File: src/rtl/cnt_arb_pkg.sv
// Shared types and constants for the counter request arbiter.
// CNT_ARB_WRAP_EN (optional) turns off the saturation check so the counter wraps.
package cnt_arb_pkg;

  localparam int CNT_W = 4;
  localparam logic [CNT_W-1:0] CNT_MAX = 4'hF;
  localparam logic [CNT_W-1:0] CNT_MIN = 4'h0;

  typedef enum logic [1:0] {
    IDLE  = 2'd0,
    ISSUE = 2'd1,
    RESP  = 2'd2
  } state_t;

  // True when the requested step would leave the counter's range.
  function automatic logic at_boundary(input logic [CNT_W-1:0] value, input logic down);
    return down ? (value == CNT_MIN) : (value == CNT_MAX);
  endfunction

endpackage

File: src/rtl/cnt_req_arb_if.sv
// Request/response and counter-control bundle between the requesters, the arbiter
// and the shared up/down counter.
interface cnt_req_arb_if;
  import cnt_arb_pkg::*;

  logic [1:0]       req;
  logic [1:0]       dir;
  logic [CNT_W-1:0] cnt;
  logic             en;
  logic             dwn;
  logic [1:0]       ack;
  logic [1:0]       nack;
  logic             busy;

  modport master (
    output req, dir, cnt,
    input  en, dwn, ack, nack, busy
  );

  modport slave (
    input  req, dir, cnt,
    output en, dwn, ack, nack, busy
  );

endinterface

File: src/rtl/cnt_req_arb_rr_arb2.sv
// Two-way round-robin selector: on contention the requester not served last wins.
module rr_arb2 (
  input  logic [1:0] req,
  input  logic       last,
  output logic       grant,
  output logic       valid
);

  always_comb begin
    valid = |req;
    if (req == 2'b11) begin
      grant = ~last;
    end else begin
      grant = req[1];
    end
  end

endmodule

File: src/rtl/cnt_req_arb.sv
// Arbitrates two requesters onto one shared 4-bit up/down counter (IDLE/ISSUE/RESP).
// CNT_ARB_WRAP_EN: when defined, boundary refusal is removed and the counter wraps.
module cnt_req_arb
  import cnt_arb_pkg::*;
(
  input  logic           clk,
  input  logic           rst_n,
  cnt_req_arb_if.slave   bus
);

  state_t state_q, state_d;
  logic   grant_q, grant_d;
  logic   dir_q, dir_d;
  logic   refused_q, refused_d;
  logic   last_q, last_d;
  logic   rr_grant, rr_valid;
  logic   blocked;
  logic   en_c, dwn_c, busy_c;
  logic [1:0] ack_c, nack_c;

  rr_arb2 u_rr (
    .req   (bus.req),
    .last  (last_q),
    .grant (rr_grant),
    .valid (rr_valid)
  );

`ifdef CNT_ARB_WRAP_EN
  assign blocked = 1'b0;
`else
  assign blocked = at_boundary(bus.cnt, dir_q);
`endif

  // last_q resets to requester 1 so that requester 0 wins the first contention.
  always_ff @(posedge clk or negedge rst_n) begin
    if (!rst_n) begin
      state_q   <= IDLE;
      grant_q   <= 1'b0;
      dir_q     <= 1'b0;
      refused_q <= 1'b0;
      last_q    <= 1'b1;
    end else begin
      state_q   <= state_d;
      grant_q   <= grant_d;
      dir_q     <= dir_d;
      refused_q <= refused_d;
      last_q    <= last_d;
    end
  end

  always_comb begin
    state_d   = state_q;
    grant_d   = grant_q;
    dir_d     = dir_q;
    refused_d = refused_q;
    last_d    = last_q;
    en_c      = 1'b0;
    dwn_c     = 1'b0;
    ack_c     = 2'b00;
    nack_c    = 2'b00;
    busy_c    = (state_q != IDLE);

    case (state_q)
      IDLE: begin
        if (rr_valid) begin
          grant_d = rr_grant;
          dir_d   = bus.dir[rr_grant];
          state_d = ISSUE;
        end
      end
      ISSUE: begin
        en_c      = ~blocked;
        dwn_c     = ~blocked & dir_q;
        refused_d = blocked;
        state_d   = RESP;
      end
      RESP: begin
        if (refused_q) begin
          nack_c[grant_q] = 1'b1;
        end else begin
          ack_c[grant_q] = 1'b1;
        end
        last_d  = grant_q;
        state_d = IDLE;
      end
      default: begin
        state_d = IDLE;
      end
    endcase
  end

  assign bus.en   = en_c;
  assign bus.dwn  = dwn_c;
  assign bus.ack  = ack_c;
  assign bus.nack = nack_c;
  assign bus.busy = busy_c;

endmodule

File: src/flat_wrapper.sv
// flat-port wrapper written by rule: the top's interface ports become plain ports
module cnt_req_arb_flat import cnt_arb_pkg::*;
  (clk, rst_n, bus_req, bus_dir, bus_cnt, bus_en, bus_dwn, bus_ack, bus_nack, bus_busy);
  cnt_req_arb_if bus_i ();
  input  logic clk;
  input  logic rst_n;
  input wire logic [$bits(bus_i.req)-1:0] bus_req;
  input wire logic [$bits(bus_i.dir)-1:0] bus_dir;
  input wire logic [$bits(bus_i.cnt)-1:0] bus_cnt;
  output wire logic [$bits(bus_i.en)-1:0] bus_en;
  output wire logic [$bits(bus_i.dwn)-1:0] bus_dwn;
  output wire logic [$bits(bus_i.ack)-1:0] bus_ack;
  output wire logic [$bits(bus_i.nack)-1:0] bus_nack;
  output wire logic [$bits(bus_i.busy)-1:0] bus_busy;
  assign bus_i.req = bus_req;
  assign bus_i.dir = bus_dir;
  assign bus_i.cnt = bus_cnt;
  assign bus_en = bus_i.en;
  assign bus_dwn = bus_i.dwn;
  assign bus_ack = bus_i.ack;
  assign bus_nack = bus_i.nack;
  assign bus_busy = bus_i.busy;
  cnt_req_arb u_core (.clk(clk), .rst_n(rst_n), .bus(bus_i));
endmodule
File: config.mk
export PLATFORM = sky130hd
export DESIGN_NAME = cnt_req_arb_flat
export DESIGN_NICKNAME = d
export VERILOG_FILES = /design/src/rtl/cnt_arb_pkg.sv /design/src/rtl/cnt_req_arb_if.sv /design/src/rtl/cnt_req_arb_rr_arb2.sv /design/src/rtl/cnt_req_arb.sv /design/src/flat_wrapper.sv
export SDC_FILE = /design/constraint.sdc
export NUM_CORES = 1
export LEC_CHECK = 0
export BUFFER_PORTS_ARGS = -buffer_cell sky130_fd_sc_hd__buf_4
export CAP_MARGIN = 15
export CORE_AREA = 2 2 39 41
export CTS_CLUSTER_DIAMETER = 30
export DETAILED_ROUTE_END_ITERATION = 6
export DIE_AREA = 0 0 41 43
export GPL_ROUTABILITY_DRIVEN = 0
export PLACE_DENSITY = 0.48
export SLEW_MARGIN = 15
export SYNTH_ARGS = -nofsm -noshare
export SYNTH_HDL_FRONTEND = slang
export SYNTH_SLANG_ARGS = --single-unit
File: constraint.sdc
create_clock -name clk -period 1.6 [get_ports clk]
set_input_delay 0.32 -clock clk [delete_from_list [all_inputs] [get_ports clk]]
set_output_delay 0.32 -clock clk [all_outputs]
set_load 0.05 [all_outputs]
==> results of run 1 <==
## kinds of logic after synthesis
family,synth area share
multiplexers,0.0840
AO/OA/AOI/OAI,0.172
buffers and inverters,0.0480
AND/OR/NAND/NOR,0.212
flip-flops,0.484
## final cells by class
| class | instances | share of cell area |
|---|---|---|
| Sequential cell | 6 | 0.279 |
| Clock buffer | 4 | 0.0479 |
| Inverter | 4 | 0.0274 |
| Multi-Input combinational cell | 22 | 0.331 |
| Tap cell | 16 | 0.0365 |
| Timing Repair Buffer | 19 | 0.279 |
## metal layers
| layer | part of all wire | wire length [um] | GRT usage |
|---|---|---|---|
| met1 | 0.49 | 369 | 0.135 |
| met2 | 0.45 | 339 | 0.128 |
| met3 | 0.065 | 49 | 0.0314 |
| met4 | 0 | 0 | 0.0400 |
| met5 | 0 | 0 | 0 |
## state kept, by name, indices dropped and copies added, names as in the netlist
signal,flops
u_core.last_q,1
u_core.dir_q,1
u_core.grant_q,1
u_core.refused_q,1
u_core.state_q,2
## power by group through the flow
stage               Combinational [W]  Clock (W)  Sequential (W)
floorplan                    0.000444          0        0.000307
global placement             0.000585          0        0.000330
detailed placement           0.000588          0        0.000332
CTS                          0.000628   0.000160        0.000325
global route                 0.000719   0.000167        0.000340
finish                       0.000675   0.000152        0.000325
## worst max path at each step
stage	startpoint	to	slack, ns	cells after the start
finish	u_core.dir_q$_DFFE_PN0P_	bus_en	0.04	3
global route	u_core.state_q[1]$_DFFE_PN0P_	bus_en	-0.01	3
CTS	u_core.state_q[0]$_DFFE_PN0P_	bus_en	0.01	3
detailed placement	bus_cnt[0]	bus_en	0.12	4
global placement	bus_cnt[0]	bus_en	0.14	4
floorplan	u_core.state_q[1]$_DFFE_PN0P_	bus_ack[0]	-0.15	2
## placed cells by master (no fill, tap or decap), drive strengths merged
cell / instances
buf: 18
and2b: 1
a22o: 1
dlygate4sd3: 1
o21ai: 2
clkbuf: 4
dfstp: 1
dfrtp: 5
nand3b: 1
nor2: 6
a41o: 1
o41ai: 1
nor4: 3
nand2: 2
mux2: 2
inv: 4
a21boi: 2
## critical path, stage by stage, from the launching register on
cell and delay (ns):
sky130_fd_sc_hd__dfrtp_1 0.41, sky130_fd_sc_hd__a41o_1 0.25, sky130_fd_sc_hd__a21boi_4 0.16, sky130_fd_sc_hd__buf_6 0.17
## stage by stage
step,setup TNS (ns),cell area (um^2),cells,total power [W],setup WS [ns]
detailed placement,0,472,64,0.000920,0.119
floorplan,-0.302,332,32,0.000751,-0.151
global route,-0.0139,548,71,0.00123,-0.0139
finish,0,548,71,0.00115,0.0434
CTS,0,520,70,0.00111,0.0146
global placement,0,472,64,0.000915,0.143
## timing repair
item / CTS / global route
hold buffers: 1 / 0
resized for setup: 2 / 4
buffers inserted: 1 / 1
setup endpoints to repair: 1 / 5
pin swaps: 0 / 1
hold endpoints to repair: 5 / 0
==> impl_table.tex, run 1 <==
\begin{tabular}{lr}
\hline
Metric & Value \\
\hline
\multicolumn{2}{l}{\textbf{CTS}} \\
Clock latency on the worst-skew pair & 0.24 ns \\
Clock Tree Buf Depth & 2 \\
CTS Root Cell & sky130\_fd\_sc\_hd\_\_clkbuf\_4 \\
TritonCTS clock tree & built \\
Total clock buffers created by CTS & 3 \\
Clock-pin transition on the worst setup and hold timing paths & 0.05 ns \\
Clk sink count & 6 \\
H-tree level count & 1 \\
\multicolumn{2}{l}{\textbf{Global routing}} \\
Initial antenna violation count & 0 \\
First-pass GRT wire length & approximately 1100 um \\
Maximum number of pins on one net before global-route repair & 7 \\
Vias in the first global route & 290 \\
Overall routing resource usage & 0.0950 \\
Global-route congestion overflow total & 0 \\
\multicolumn{2}{l}{\textbf{Die}} \\
Height of the chip & 43 um \\
Number of primary I/O pins & 17 \\
Standard cell core area & 1380 um\^{}2 \\
Width of the die & 41 um \\
Total number of placement rows & 14 \\
Full die area & about 1800 um\^{}2 \\
Starting density of the core & 0.226 \\
\multicolumn{2}{l}{\textbf{Setup path}} \\
Slack of the worst reg-to-reg path & between 0.3 and 0.4 ns \\
Endpoint of the most critical register-to-register path & u\_core.dir\_q\$\_DFFE\_PN0P\_ \\
Critical Setup Path Class & flip-flop to output port \\
Kind of start point of the critical path & flip-flop \\
Category of the worst setup path capture point & output port \\
Startpoint of the worst-slack reg-to-reg timing path & u\_core.last\_q\$\_DFFE\_PN1P\_ \\
Arrival time worst endpoint & 1.24 ns \\
Maximum fanout count along the critical path & 4 \\
Depth of the worst register-to-register path & 3 \\
Endpoint required time on the critical path & 1.28 ns \\
\multicolumn{2}{l}{\textbf{Synth}} \\
Avg Synthesized Cell Area & slightly below 10 um\^{}2 \\
Seq/Total Area, Yosys & 0.484 \\
Count of flip-flops with a built-in enable after synthesis & 0 \\
Cell type with the largest total area after synthesis & sky130\_fd\_sc\_hd\_\_dfrtp\_1 \\
Register bit count reported by yosys & 6 \\
Count of synthesis-stage warnings from yosys & 0 \\
Top cell types by occurrence after synthesis & 5 x sky130\_fd\_sc\_hd\_\_dfrtp\_1, 5 x sky130\_fd\_sc\_hd\_\_nor2\_1, 4 x sky130\_fd\_sc\_hd\_\_inv\_1 \\
Instance count of the mapped netlist & 32 \\
Synthesized netlist net count & 42 \\
Primary flip-flop cell chosen by synthesis mapping & sky130\_fd\_sc\_hd\_\_dfrtp\_1 \\
Share of synthesized registers carrying an async set or reset & 1.00 \\
Distinct cells, synth & 16 \\
Mapped Area & 313 um\^{}2 \\
Fraction of post-synthesis cell area in the top cell type by area & 0.400 \\
Cell types with the largest area share after synthesis & sky130\_fd\_sc\_hd\_\_dfrtp\_1 40\%, sky130\_fd\_sc\_hd\_\_dfstp\_2 8.4\%, sky130\_fd\_sc\_hd\_\_nor2\_1 6.0\%, sky130\_fd\_sc\_hd\_\_nor4\_1 6.0\%, sky130\_fd\_sc\_hd\_\_a21boi\_1 4.8\% \\
\multicolumn{2}{l}{\textbf{Flow run}} \\
Number of violations of the max-capacitance limit & 0 \\
\multicolumn{2}{l}{\textbf{Route}} \\
Detailed-route wire length per cell & between 10 and 15 um \\
Vias post-DR & 322 \\
DRC violation count after routing & 0 \\
Initial detailed-routing violation count & 9 \\
Pre-Repair DR Iteration Count & 4 \\
Routed wire length & $\sim$760 um \\
Remaining antenna violation count after routing & 0 \\
Vias per cell & roughly 4.5 \\
\multicolumn{2}{l}{\textbf{Timing}} \\
RSZ-0062 raised after global routing & true \\
Final critical path time including I/O delays and setup & roughly 1.6 ns \\
Worst slew pin tran & 0.360 ns \\
Highest clock rate & $\sim$0.64 GHz \\
Setup violations, final & 0 \\
Final worst clock skew & 0.00865 ns \\
Total count of max-transition violations in the final report & 0 \\
Final cycle utilization of the critical path & 0.973 \\
Worst max-slew margin expressed relative to the limit & 0.758 \\
Min Hold Slack & 0.397 ns \\
Final hold violations & 0 \\
\multicolumn{2}{l}{\textbf{Pwr}} \\
Register share of total power & 0.282 \\
LEAKAGE & 0.268 nW \\
P\_sw & 0.000538 W \\
Combinational cell fraction of total power & 0.586 \\
Largest voltage drop on the vdd net & $\sim$1.0 mV \\
Power per Cell Area & 2100 nW/um\^{}2 \\
Switching power share of the total & 0.467 \\
Design internal power & 0.000615 W \\
Clock network power share & 0.132 \\
\multicolumn{2}{l}{\textbf{Finish}} \\
Number of nets at the end of the flow & 66 \\
Area taken by multi-input logic gates & 181 um\^{}2 \\
Fraction of layout instances using a drive strength above 1 & 0.600 \\
Area added between synthesis and finish & 75.2\% \\
Fill cell count & 148 \\
Layout Utilization & 0.396 \\
Flip-flop and latch area & $\sim$150 um\^{}2 \\
\# diodes & 0 \\
\multicolumn{2}{l}{\textbf{Placed design}} \\
HPWL after detailed placement & between 500 and 600 um \\
Count of port buffers added during placement & 16 \\
\multicolumn{2}{l}{\textbf{Min path}} \\
Endpoint with the worst hold slack & u\_core.state\_q[0]\$\_DFFE\_PN0P\_ \\
Hold Crit Class & input pin to flip-flop \\
Number of cells on the worst hold path & 3 \\
Hold path startpoint & bus\_req[0] \\
\multicolumn{2}{l}{\textbf{Run status}} \\
Outcome & finished, final reports clean \\
\hline
\end{tabular}
No activity file was read; power rests on OpenSTA's default activity.
==> run 2: changes to the inputs <==
Settings changed: BUFFER_PORTS_ARGS -buffer_cell sky130_fd_sc_hd__buf_4 to not set, CTS_CLUSTER_SIZE set to 16, DONT_BUFFER_PORTS set to 1, PLACE_DENSITY 0.48 to 0.37.
==> impl_table.tex, run 2 (synthesis gave the netlist of run 1 again) <==
\begin{tabular}{lr}
\hline
Metric & Value \\
\hline
\multicolumn{2}{l}{\textbf{Route}} \\
Pre-Repair DR Iteration Count & 1 \\
DRC violation count after routing & 0 \\
Detailed-route wire length per cell & 12.4 um \\
Initial detailed-routing violation count & 0 \\
Vias per cell & 4.74 \\
Routed wire length & roughly 800 um \\
Remaining antenna violation count after routing & 0 \\
Vias post-DR & 308 \\
\multicolumn{2}{l}{\textbf{Timing}} \\
Min Hold Slack & 0.317 ns \\
Worst slew pin tran & roughly 0.49 ns \\
Setup violations, final & 0 \\
RSZ-0062 raised after global routing & true \\
Total count of max-transition violations in the final report & 0 \\
Highest clock rate & 0.627 GHz \\
Worst max-slew margin expressed relative to the limit & 0.666 \\
Final hold violations & 0 \\
Final cycle utilization of the critical path & 0.997 \\
Final critical path time including I/O delays and setup & 1.60 ns \\
Final worst clock skew & 0.000284 ns \\
\multicolumn{2}{l}{\textbf{CTS}} \\
TritonCTS clock tree & built \\
Total clock buffers created by CTS & 3 \\
Clock-pin transition on the worst setup and hold timing paths & roughly 0.05 ns \\
H-tree level count & 1 \\
Clock Tree Buf Depth & 2 \\
Clock latency on the worst-skew pair & 0.24 ns \\
Clk sink count & 6 \\
CTS Root Cell & sky130\_fd\_sc\_hd\_\_clkbuf\_4 \\
\multicolumn{2}{l}{\textbf{Pwr}} \\
Design internal power & $\sim$0.00068 W \\
LEAKAGE & 0.245 nW \\
Largest voltage drop on the vdd net & 1.21 mV \\
Combinational cell fraction of total power & 0.606 \\
Register share of total power & 0.273 \\
P\_sw & approximately 0.00060 W \\
Switching power share of the total & 0.469 \\
Overall power consumption & 0.00128 W \\
Clock network power share & 0.121 \\
Power per Cell Area & 2370 nW/um\^{}2 \\
\multicolumn{2}{l}{\textbf{Setup path}} \\
Cells along the critical path & buf\_6, nor4\_4, buf\_6 \\
Critical Path Slowest Stage Cell & sky130\_fd\_sc\_hd\_\_dfrtp\_1 \\
Endpoint required time on the critical path & 1.28 ns \\
Depth of the worst register-to-register path & 4 \\
Crit path buf inv count & 2 \\
Maximum fanout count along the critical path & 4 \\
Crit-path leading delay family & flip-flops \\
Kind of start point of the critical path & flip-flop \\
Critical Setup Path Class & flip-flop to output port \\
Logic depth of the worst path, buffers included & 3 \\
Arrival time worst endpoint & 1.28 ns \\
Max incr delay on CP & 0.42 ns \\
Category of the worst setup path capture point & output port \\
Dominant cell type by count on the critical path & sky130\_fd\_sc\_hd\_\_buf\_6 \\
\multicolumn{2}{l}{\textbf{Finish}} \\
Most frequent standard cell in the layout excluding fill and tap cells & sky130\_fd\_sc\_hd\_\_buf\_6 \\
Layout Utilization & 0.391 \\
Non-filler cells in the finished layout & 65 \\
Number of nets at the end of the flow & 60 \\
\# diodes & 0 \\
Fill cell count & between 100 and 150 \\
Area added between synthesis and finish & 72.8\% \\
Area taken by multi-input logic gates & 191 um\^{}2 \\
Max reg flops & 2 \\
Flip-flop and latch area & 153 um\^{}2 \\
Commonest cells after routing, fill and taps aside & 6 x sky130\_fd\_sc\_hd\_\_buf\_6, 5 x sky130\_fd\_sc\_hd\_\_buf\_4, 4 x sky130\_fd\_sc\_hd\_\_nor2\_1, 4 x sky130\_fd\_sc\_hd\_\_dfrtp\_1 \\
Fraction of layout instances using a drive strength above 1 & 0.551 \\
Biggest register & u\_core.state\_q \\
\multicolumn{2}{l}{\textbf{Global routing}} \\
GR Util met1 & 0.118 \\
Vias in the first global route & 273 \\
Global-route congestion overflow total & 0 \\
Maximum number of pins on one net before global-route repair & 7 \\
M3 GR Usage & 0.0681 \\
Busiest grt layer & met2 \\
Overall routing resource usage & 0.100 \\
First-pass GRT wire length & roughly 1100 um \\
Initial antenna violation count & 0 \\
Met2 capacity usage during global routing & 0.128 \\
\multicolumn{2}{l}{\textbf{Die}} \\
Starting density of the core & 0.226 \\
Full die area & between 1500 and 2000 um\^{}2 \\
Total number of placement rows & 14 \\
Width of the die & $\sim$41 um \\
Standard cell core area & approximately 1400 um\^{}2 \\
Height of the chip & 43 um \\
Number of primary I/O pins & 17 \\
\multicolumn{2}{l}{\textbf{Min path}} \\
Hold Crit Class & input pin to flip-flop \\
Number of cells on the worst hold path & 2 \\
\multicolumn{2}{l}{\textbf{Run status}} \\
Outcome & finished, final reports clean \\
\multicolumn{2}{l}{\textbf{Placed design}} \\
HPWL after detailed placement & 565 um \\
Cell count after placement & between 50 and 60 \\
Count of port buffers added during placement & 0 \\
\multicolumn{2}{l}{\textbf{Flow run}} \\
Number of violations of the max-capacitance limit & 0 \\
\hline
\end{tabular}
## run 2: cell count changes in the layout (fill, tap and decap cells not counted), sizes merged
cell  delta
buf      -6
## run 2: timing repair
item,4_1_cts,5_1_grt
endpoints found under the setup margin,3,6
cloned,0,0
pin swaps,0,2
hold endpoints to repair,6,0
setup buffers,2,4
hold buffers,1,0
gates resized for setup,3,9
## run 2: metrics by stage
step           setup TNS, ns  instance area, um^2  worst slack (ns)
3_3_place_gp               0                  409             0.246
2_1_floorplan         -0.302                  332            -0.151
6_report                   0                  541           0.00447
5_1_grt               -0.181                  541           -0.0583
3_5_place_dp               0                  409             0.212
4_1_cts                    0                  470           0.00186
## run 2: worst paths after layout
| path | start | to | slack, ns |
|---|---|---|---|
| setup / recovery | u_core.refused_q$_DFFE_PN0P_ | bus_ack[0] | 0.004 |
| hold / removal | bus_req[0] | u_core.state_q[0]$_DFFE_PN0P_ | 0.32 |
| setup reg to reg | u_core.state_q[0]$_DFFE_PN0P_ | u_core.dir_q$_DFFE_PN0P_ | 0.28 |
| hold reg to reg | u_core.last_q$_DFFE_PN1P_ | u_core.last_q$_DFFE_PN1P_ | 0.49 |
| max in group asynchronous | rst_n | u_core.last_q$_DFFE_PN1P_ | 0.94 |
| min in group asynchronous | rst_n | u_core.grant_q$_DFFE_PN0P_ | 0.39 |
## run 2: final cells by class
type                            count  share of cell area
Sequential cell                     6               0.282
Tap cell                           16              0.0370
Inverter                            4              0.0278
Clock buffer                        4              0.0486
Multi-Input combinational cell     22               0.354
Timing Repair Buffer               13               0.250
## run 2: metal layers
layer | vias to the layer above | part of all wire | routed length (um)
met5 | - | 0 | 0
met4 | 0 | 0.031 | 25
met3 | 4 | 0.088 | 71
met2 | 13 | 0.48 | 385
met1 | 143 | 0.40 | 324
li1 | 148 | - | -
## run 2: power by group through the flow
stage | clock [W] | combinational (W) | sequential (W)
floorplan | 0 | 0.000444 | 0.000307
global placement | 0 | 0.000575 | 0.000330
detailed placement | 0 | 0.000582 | 0.000330
CTS | 0.000163 | 0.000651 | 0.000331
global route | 0.000182 | 0.000818 | 0.000356
finish | 0.000155 | 0.000776 | 0.000350
